## config.mk

```make
export PLATFORM = sky130hd
export DESIGN_NAME = diag_vram_fetch
export DESIGN_NICKNAME = d
export VERILOG_FILES = /design/src/rtl/diag_vram_fetch.sv
export SDC_FILE = /design/constraint.sdc
export NUM_CORES = 1
export LEC_CHECK = 0
export BUFFER_PORTS_ARGS = -buffer_cell sky130_fd_sc_hd__buf_2
export CORE_ASPECT_RATIO = 1.4
export CORE_MARGIN = 4
export CORE_UTILIZATION = 55
export CTS_CLUSTER_DIAMETER = 120
export CTS_CLUSTER_SIZE = 40
export DETAILED_ROUTE_END_ITERATION = 8
export PLACE_DENSITY = 0.74
export SLEW_MARGIN = 10
export SYNTH_ARGS = -nofsm -noshare
export SYNTH_HDL_FRONTEND = slang
export SYNTH_SLANG_ARGS = --single-unit
```

## constraint.sdc

```tcl
create_clock -name fpga_clk -period 4.31 [get_ports fpga_clk]
set_input_delay 0.6465 -clock fpga_clk [delete_from_list [all_inputs] [get_ports fpga_clk]]
set_output_delay 0.6465 -clock fpga_clk [all_outputs]
set_load 0.03 [all_outputs]
```

## src/rtl/diag_vram_fetch.sv

```systemverilog
// diag_vram_fetch
//
// SPI master that pulls VRAM contents from a ROMulator board over the
// diagnostics link. It sends READ_VRAM (0x88), then receives the data in
// groups of eight bytes. Each group is followed by one parity byte, and the
// master answers each group with one status byte. Verified groups are written
// into a local buffer. A group whose parity does not match is NAKed with 0x22
// and received again, up to MAX_RETRIES times in a row.
//
// Ports
//   fpga_clk, fpga_reset    clock and asynchronous active-low reset
//   start, vram_size        one-cycle fetch request and byte count (sampled on start)
//   busy, done, error       fetch in progress, completion pulse, abort pulse
//   retry_count             total NAKs in this fetch, saturating at 255
//   spi_clk/mosi/miso/select SPI mode 0, MSB first, active-low select
//   buf_addr/data/we        local buffer write port, one strobe per byte
//
// state    | meaning
// ---------+------------------------------------------------------------
// S_IDLE   | waiting for start
// S_CMD    | shifting the READ_VRAM command; the received byte is dropped
// S_DATA   | shifting 8 dummy bytes and capturing the group into stage[]
// S_PARITY | shifting 1 dummy byte and capturing the slave's parity byte
// S_STATUS | shifting ACK (0x00) or NAK (0x22), then deciding what comes next
// S_COMMIT | 8 cycles writing stage[] into the buffer
// S_DONE   | select released, done pulse
// S_FAIL   | select released, error pulse
module diag_vram_fetch #(
    parameter int CLK_DIV     = 4,
    parameter int GAP_CYCLES  = 16,
    parameter int MAX_RETRIES = 3
) (
    input  logic        fpga_clk,
    input  logic        fpga_reset,
    input  logic        start,
    input  logic [10:0] vram_size,
    output logic        busy,
    output logic        done,
    output logic        error,
    output logic [7:0]  retry_count,
    output logic        spi_clk,
    output logic        spi_mosi,
    input  logic        spi_miso,
    output logic        spi_select,
    output logic [10:0] buf_addr,
    output logic [7:0]  buf_data,
    output logic        buf_we
);

    localparam int TMAX = (CLK_DIV > GAP_CYCLES) ? CLK_DIV : GAP_CYCLES;
    localparam int TW   = $clog2(TMAX + 1);
    localparam int RW   = $clog2(MAX_RETRIES + 2);
    localparam logic [TW-1:0] HALF_LOAD = TW'(CLK_DIV - 1);
    localparam logic [TW-1:0] GAP_LOAD  = TW'(GAP_CYCLES - 1);
    localparam logic [RW-1:0] RETRY_MAX = RW'(MAX_RETRIES);
    localparam logic [7:0]    CMD_READ  = 8'h88;
    localparam logic [7:0]    NAK       = 8'h22;

    typedef enum logic [2:0] {
        S_IDLE, S_CMD, S_DATA, S_PARITY, S_STATUS, S_COMMIT, S_DONE, S_FAIL
    } state_t;

    state_t state, next_state;

    // byte engine
    logic          eng_busy, eng_gap, eng_load, byte_last;
    logic [3:0]    half_idx;
    logic [TW-1:0] tmr;
    logic [7:0]    tx_shift, rx_shift, eng_tx;

    // fetch bookkeeping
    logic [10:0]   len, group_base;
    logic [2:0]    byte_idx, commit_idx;
    logic [7:0]    stage [8];
    logic [7:0]    p_bits;
    logic          par_bad, par_mis;
    logic [RW-1:0] grp_retries;
    logic [10:0]   len_in;

    function automatic logic is_byte_state(state_t s);
        return s inside {S_CMD, S_DATA, S_PARITY, S_STATUS};
    endfunction

    function automatic logic is_active(state_t s);
        return s inside {S_CMD, S_DATA, S_PARITY, S_STATUS, S_COMMIT};
    endfunction

    assign len_in    = vram_size & 11'h7F8;
    assign byte_last = eng_busy && eng_gap && (tmr == '0);
    assign par_mis   = (rx_shift != p_bits);

    always_comb begin
        next_state = state;
        eng_tx     = 8'h00;
        case (state)
            S_IDLE:   if (start) next_state = (len_in == '0) ? S_DONE : S_CMD;
            S_CMD:    if (byte_last) next_state = S_DATA;
            S_DATA:   if (byte_last && byte_idx == 3'd7) next_state = S_PARITY;
            S_PARITY: if (byte_last) next_state = S_STATUS;
            S_STATUS: if (byte_last) begin
                if (!par_bad)                      next_state = S_COMMIT;
                else if (grp_retries < RETRY_MAX)  next_state = S_DATA;
                else                               next_state = S_FAIL;
            end
            S_COMMIT: if (commit_idx == 3'd7)
                next_state = (group_base + 11'd8 == len) ? S_DONE : S_DATA;
            S_DONE:   next_state = S_IDLE;
            S_FAIL:   next_state = S_IDLE;
            default:  next_state = S_IDLE;
        endcase
        // A new byte starts when entering a byte state, or back-to-back when
        // the current byte ends and another byte state follows.
        eng_load = is_byte_state(next_state) && (!is_byte_state(state) || byte_last);
        // The status byte is chosen at the end of the parity byte, so the
        // compare is taken straight from the shift register.
        if (next_state == S_CMD)
            eng_tx = CMD_READ;
        else if (next_state == S_STATUS && par_mis)
            eng_tx = NAK;
    end

    always_ff @(posedge fpga_clk or negedge fpga_reset) begin
        if (!fpga_reset) begin
            eng_busy <= 1'b0;
            eng_gap  <= 1'b0;
            half_idx <= '0;
            tmr      <= '0;
            tx_shift <= '0;
            rx_shift <= '0;
            spi_clk  <= 1'b0;
            spi_mosi <= 1'b0;
        end else if (eng_load) begin
            eng_busy <= 1'b1;
            eng_gap  <= 1'b0;
            half_idx <= '0;
            tmr      <= HALF_LOAD;
            spi_clk  <= 1'b0;
            spi_mosi <= eng_tx[7];
            tx_shift <= {eng_tx[6:0], 1'b0};
        end else if (eng_busy) begin
            if (tmr != '0) begin
                tmr <= tmr - 1'b1;
            end else if (eng_gap) begin
                eng_busy <= 1'b0;
                eng_gap  <= 1'b0;
            end else if (!half_idx[0]) begin
                spi_clk  <= 1'b1;
                rx_shift <= {rx_shift[6:0], spi_miso};
                tmr      <= HALF_LOAD;
                half_idx <= half_idx + 4'd1;
            end else begin
                spi_clk  <= 1'b0;
                spi_mosi <= tx_shift[7];
                tx_shift <= {tx_shift[6:0], 1'b0};
                half_idx <= half_idx + 4'd1;
                if (half_idx == 4'd15) begin
                    eng_gap <= 1'b1;
                    tmr     <= GAP_LOAD;
                end else begin
                    tmr <= HALF_LOAD;
                end
            end
        end
    end

    always_ff @(posedge fpga_clk or negedge fpga_reset) begin
        if (!fpga_reset) begin
            state       <= S_IDLE;
            spi_select  <= 1'b1;
            len         <= '0;
            group_base  <= '0;
            byte_idx    <= '0;
            commit_idx  <= '0;
            p_bits      <= '0;
            par_bad     <= 1'b0;
            grp_retries <= '0;
            retry_count <= '0;
            for (int i = 0; i < 8; i++) stage[i] <= '0;
        end else begin
            state      <= next_state;
            spi_select <= !is_active(next_state);
            case (state)
                S_IDLE: if (start) begin
                    len         <= len_in;
                    group_base  <= '0;
                    byte_idx    <= '0;
                    commit_idx  <= '0;
                    grp_retries <= '0;
                    retry_count <= '0;
                end
                S_DATA: if (byte_last) begin
                    stage[byte_idx]  <= rx_shift;
                    p_bits[byte_idx] <= ^rx_shift;
                    byte_idx         <= byte_idx + 3'd1;
                end
                S_PARITY: if (byte_last) par_bad <= par_mis;
                S_STATUS: if (byte_last) begin
                    if (!par_bad) begin
                        grp_retries <= '0;
                        commit_idx  <= '0;
                    end else if (grp_retries < RETRY_MAX) begin
                        grp_retries <= grp_retries + 1'b1;
                        if (retry_count != 8'hFF) retry_count <= retry_count + 8'd1;
                    end
                end
                S_COMMIT: begin
                    commit_idx <= commit_idx + 3'd1;
                    if (commit_idx == 3'd7) group_base <= group_base + 11'd8;
                end
                default: ;
            endcase
        end
    end

    assign busy     = is_active(state);
    assign done     = (state == S_DONE);
    assign error    = (state == S_FAIL);
    assign buf_we   = (state == S_COMMIT);
    assign buf_addr = buf_we ? group_base + {8'd0, commit_idx} : 11'd0;
    assign buf_data = buf_we ? stage[commit_idx] : 8'd0;

endmodule
```

## After elaboration in Yosys (flattened, before gate mapping)

Cells that the tools add are included.

- Flip-flop bits (word level): 142
- Output and inout port bits: 34

- Add/subtract/negate cells: 8
- Order comparisons: 6
- Equality and inequality tests: 30
- Mux-type cells: 78
- Bitwise logic cells: 6
- Reductions and logical operators: 39

Operator list:

| operator | count |
|---|---|
| 8-bit 2-to-1 mux | 15 |
| 64-bit bitwise mux | 1 |
| 3-bit 2-to-1 mux | 17 |
| 11-bit 2-to-1 mux | 3 |
| 8-bit binary-select mux with 3-bit select | 1 |
| 8-bit demux with 3-bit select | 1 |
| 3-bit == test, second input constant | 8 |
| 4-bit 2-to-1 mux | 6 |
| 11-bit case mux with 2 select lines | 1 |
| 1-bit 2-to-1 mux | 21 |
| 3-bit case mux with 7 select lines | 1 |
| 5-bit 2-to-1 mux | 4 |
| 2-bit inequality test, second input constant | 8 |
| 8-bit case mux with 2 select lines | 1 |
| 5-bit nonzero test | 3 |
| 3-bit by 2-bit == test with 1-bit output, second input constant | 4 |
| 3-bit case mux with 2 select lines | 2 |
| 4-bit AND reduction | 3 |
| 11-bit by 3-bit adder with 11-bit output | 1 |
| 11-bit by 4-bit adder with 11-bit output, second input constant | 1 |
| 11-bit == test | 1 |
| 11-bit logical NOT | 1 |
| 2-bit AND reduction | 5 |
| 2-bit nonzero test | 5 |
| other kinds (34) | 53 |

## Longest topological paths before layout

- Depth in word-level cells: 10
- Mapped depth: 12
- Depth with buffers taken out: 10

## Worst setup path before layout

Ideal clock, no wire load.

- Kind: register -> register
- Start: reg state[1]
- End: reg rx_shift[0]
- Data arrival time: 3,034 ps
- Path slack: 1,151 ps
- Stages on the path, launching flop included: 13
- Buffers on the path: 2
- Period minus slack after synthesis: 3,159 ps
- Path through: dfrtp_1 > buf_2 > nor2b_1 > nand2_1 > inv_1 > nand2_1 > a21oi_1 > nor4bb_1 > a21o_1 > mux2_2 > or4_1 > buf_4 > mux2_4

- Cells in the longest elaborated chain, start to end: 8
- Elaborated cells between the ends (all ways): 27

RTL lines:

| element | RTL line | RTL |
|---|---|---|
| start: declaration | 63 | `state_t state, next_state;` |
| start signal: assignment | 180 | `state <= next_state;` |
| 3-bit == test | 95 | `case (state)` |
| 2-bit OR reduction (no source line) | n/a |  |
| 3-bit case mux with 7 select lines (*) | 95 |  |
| named net next_state[2] | 63 |  |
| 3-bit by 1-bit == test with 1-bit output, or another cell as far along | 81 | `return s inside {S_CMD, S_DATA, S_PARITY, S_STATUS};` |
| 4-bit nonzero test (*) | 81 |  |
| 1-bit logical AND (*) | 113 | `eng_load = is_byte_state(next_state) && (!is_byte_state(state) \|\| byte_last);` |
| 1-bit inverter (no source line) (*) | n/a |  |
| 5-bit AND reduction (no source line) (*) | n/a |  |
| end signal: assignment | 148 | `rx_shift <= {rx_shift[6:0], spi_miso};` |
| end: declaration | 69 | `logic [7:0] tx_shift, rx_shift, eng_tx;` |

The timed path passes the listed nets; every way through them passes the cells marked *.
A chain may end at the register's enable or synchronous reset.

## Final worst setup path

- Start: reg state[2]
- End: reg rx_shift[4]

Same word-level chain as after synthesis.

==> results.sh <==
export IMPL_final_setup_tns_ns=0
export IMPL_grt_start_max_net_pins=115
export IMPL_detail_route_iter0_violations=195
export IMPL_avgRoutedWirePerCell_um=18.06
export IMPL_synth_ff_latch_count=136
export IMPL_worstSkewPairLatency_ns=0.40
export IMPL_die_width_um=103
export IMPL_first_pass_grt_wire_length_mm=24.54
export IMPL_most_common_cell_after_layout_fill_and_taps_aside="sky130_fd_sc_hd__dfrtp_1"
export IMPL_route_detailed_drc=0
export IMPL_irDropWorstVdd_mv=0.2702
export IMPL_detailroute_via_count=4839
export IMPL_outcome="finished, final reports clean"
export IMPL_num_nets_final=689
export IMPL_crit_path_cell_trace="nor2b_1, nand2_1, buf_4, inv_1, nand2_1, a21oi_1, nor4bb_1, a21o_1, mux2_2, or4_1, mux2_4"
export IMPL_ys_seq_area_share_pct=48.99
export IMPL_gr_total_overflow=0
export IMPL_boundaryPins=49
export IMPL_yosys_top_cells_area="sky130_fd_sc_hd__dfrtp_1 49%, sky130_fd_sc_hd__mux2_2 11%, sky130_fd_sc_hd__mux4_2 5.2%"
export IMPL_clock_tree_from_tritoncts="built"
export IMPL_syn_nets=648
export IMPL_power_density_nw_per_um2=522.7
export IMPL_synth_flop_cell="sky130_fd_sc_hd__dfrtp_1"
export IMPL_power_leakage_nw=3.827
export IMPL_synth_top_area_share_pct=48.61
export IMPL_hold_buffers=0
export IMPL_final_layout_size_suffix_gt1_share_pct=28.11
export IMPL_fraction_of_registers_with_async_set_or_reset_after_synthesis_pct=100.0
export IMPL_finalMaxSlewViolations=0
export IMPL_worst_clock_skew_ns=0.007329
export IMPL_cts_buffer_depth=2
export IMPL_drt_antenna_violating_nets=0
export IMPL_finalWeightedCongestion=0.9105
export IMPL_postSynthAreaPerCell_um2=11.15
export IMPL_full_die_area_um2=14520
export IMPL_number_of_antenna_violations_at_the_first_check_in_global_routing=0
export IMPL_antennaDiodeCount=0
export IMPL_grt_setup_unrepaired="no"
export IMPL_cts_repair_timing_setup_buffer_count=0
export IMPL_post_dp_cell_area_um2=7328
export IMPL_synth_largest_area_cell="sky130_fd_sc_hd__dfrtp_1"
export IMPL_io_buffers=45
export IMPL_start_util_pct=56.17
export IMPL_post_cts_resized=0
export IMPL_cp_max_fo=13
export IMPL_critPathRequiredTime_ns=4.59
export IMPL_synth_warnings=0
export IMPL_max_clock_freq_mhz=262.2
export IMPL_syn_to_final_growth_pct=13.72
export IMPL_placeableCoreArea_um2=12370
export IMPL_min_period_ns=3.814
export IMPL_arrival_time_of_data_at_the_critical_path_endpoint_ns=4.10
export IMPL_dieHeight_um=141
export IMPL_final_setup_viol_count=0
export IMPL_crit_slowest_cell="sky130_fd_sc_hd__or4_1"
export IMPL_clkSlewWorstSetupHoldPaths_ns=0.06
export IMPL_post_drt_via_cell_ratio=5.858
export IMPL_via_count_of_the_first_global_routing_pass=4968
export IMPL_critical_path_top_cell_by_count="sky130_fd_sc_hd__nand2_1"
export IMPL_maxCapViolations=0
export IMPL_startpoint_type="flop"
export IMPL_hold_violations=0
export IMPL_end_kind="flop"
export IMPL_clockRootBuffer="sky130_fd_sc_hd__clkbuf_16"
export IMPL_worst_pin_slew_ns=1.030
export IMPL_first_pass_iters=4
export IMPL_critical_path_class="reg2reg"
export IMPL_post_route_period_util_pct=88.48
export IMPL_number_of_clock_sinks_seen_by_cts=136
export IMPL_dpl_hpwl_mm=9.906
export IMPL_grt_total_usage_pct=21.74
export IMPL_final_fill_count=943
export IMPL_relSlewSlack_pct=31.31
export IMPL_netlist_instances=623
export IMPL_row_count=48
export IMPL_timing_hold_worst_class="in2async"
export IMPL_ys_types=61
export IMPL_drt_wl_total_mm=14.92
export IMPL_number_of_enable_flip_flop_cells_after_synthesis=0
export IMPL_worst_r2r_setup_slack_ns=0.50
export IMPL_slowest_delay_ns=0.71
export IMPL_layout_common_cells="135 x sky130_fd_sc_hd__dfrtp_1, 67 x sky130_fd_sc_hd__mux2_2, 66 x sky130_fd_sc_hd__nand2_1, 46 x sky130_fd_sc_hd__nor2_1, 44 x sky130_fd_sc_hd__buf_2"
export IMPL_htree_num_levels=4
export IMPL_final_area_um2=7903
export IMPL_syn_cell_area_um2=6949
export IMPL_tritoncts_num_buffers=17
final timing paths:
kind / start / to / cells after the start
min: fpga_reset / tmr[2] / 1
max reg2reg: state[2] / rx_shift[4] / 11
max: state[2] / rx_shift[4] / 11
min reg2reg: stage[45] / stage[45] / 1
max in group asynchronous: fpga_reset / half_idx[2] / 2
min in group fpga_clk: vram_size[9] / len[9] / 3
worst max-delay path, delay by kind of cell, from the launching register on:
family                 cells  cell delay, ns
AND/OR/NAND/NOR            5            1.58
multiplexers               2            0.77
flip-flops                 1            0.60
AO/OA/AOI/OAI              2            0.42
buffers and inverters      2            0.30
power by group:
part	switching [mW]	total, mW	internal (mW)	leakage (nW)
sequential	0.259	1.69	1.44	1.85
combinational	0.583	1.04	0.459	1.70
clock	0.504	1.40	0.891	0.283
total	1.35	4.13	2.79	3.83
per-stage QoR:
step                      util [%]  setup WS (ns)  hold slack [ns]  std cells  power, mW
after floorplan                  -          1.151           0.3509        623      2.487
after global placement       59.23         0.5935           0.4817        795      2.712
after detailed placement     59.23         0.5386           0.4872        795      2.754
after CTS                    63.88         0.5270           0.4337        826      4.160
after global routing         63.88         0.3437           0.4544        826      4.380
final                        63.88         0.4965           0.3695        826      4.130
cells in the mapped netlist, drive strengths merged (3+ instances only):
library cell    n
xnor2          15
nand2b          6
o21a            4
mux4           16
nor3b           3
a21oi          23
nand4           4
and3            6
o211ai          3
and2           14
a21o            3
mux2i           8
xor2           17
clkbuf         30
nor2           46
inv            10
nand3          19
buf             8
o21ai          33
nor3           20
o31ai           3
nor2b           4
a31oi           4
nand3b          3
nor4            5
nand2          66
dfrtp         135
ha             10
mux2           75
nor4b           4
per-layer routing:
metal	share of wire, %	GRT usage [%]
met1	41	27.34
met2	52	36.19
met5	0	0
met4	3.4	9.823
met3	3.3	3.812
cells by family after synthesis:
| group | synth area share [%] |
|---|---|
| simple gates | 15.29 |
| flops | 48.99 |
| mux | 18.92 |
| compound gates | 8.229 |
| buf+inv | 2.737 |
| xor+xnor | 4.033 |
| fa+ha+maj | 1.801 |
flip-flops by register name, summed over array words and instances (netlist names):
signal and flops:
byte_idx 3, commit_idx 3, eng_busy 1, eng_gap 1, group_base 8, grp_retries 3
half_idx 4, len 8, p_bits 8, par_bad 1, retry_count 8, rx_shift 8
spi_mosi 1, spi_select 1, stage 64, state 3, tmr 5, tx_shift 6
layout make-up:
class                      instances  area, um^2  share of cell area, %
sequential                       136        3405                  43.08
multi-input combinational        439        3354                  42.45
clock buffer                      23       478.0                  6.048
timing repair buffer              60       344.1                  4.354
tap                              150       187.7                  2.375
clock inverter                     8       96.34                  1.219
inverter                          10       37.54                 0.4750
Power figures use the tool's default switching activity.
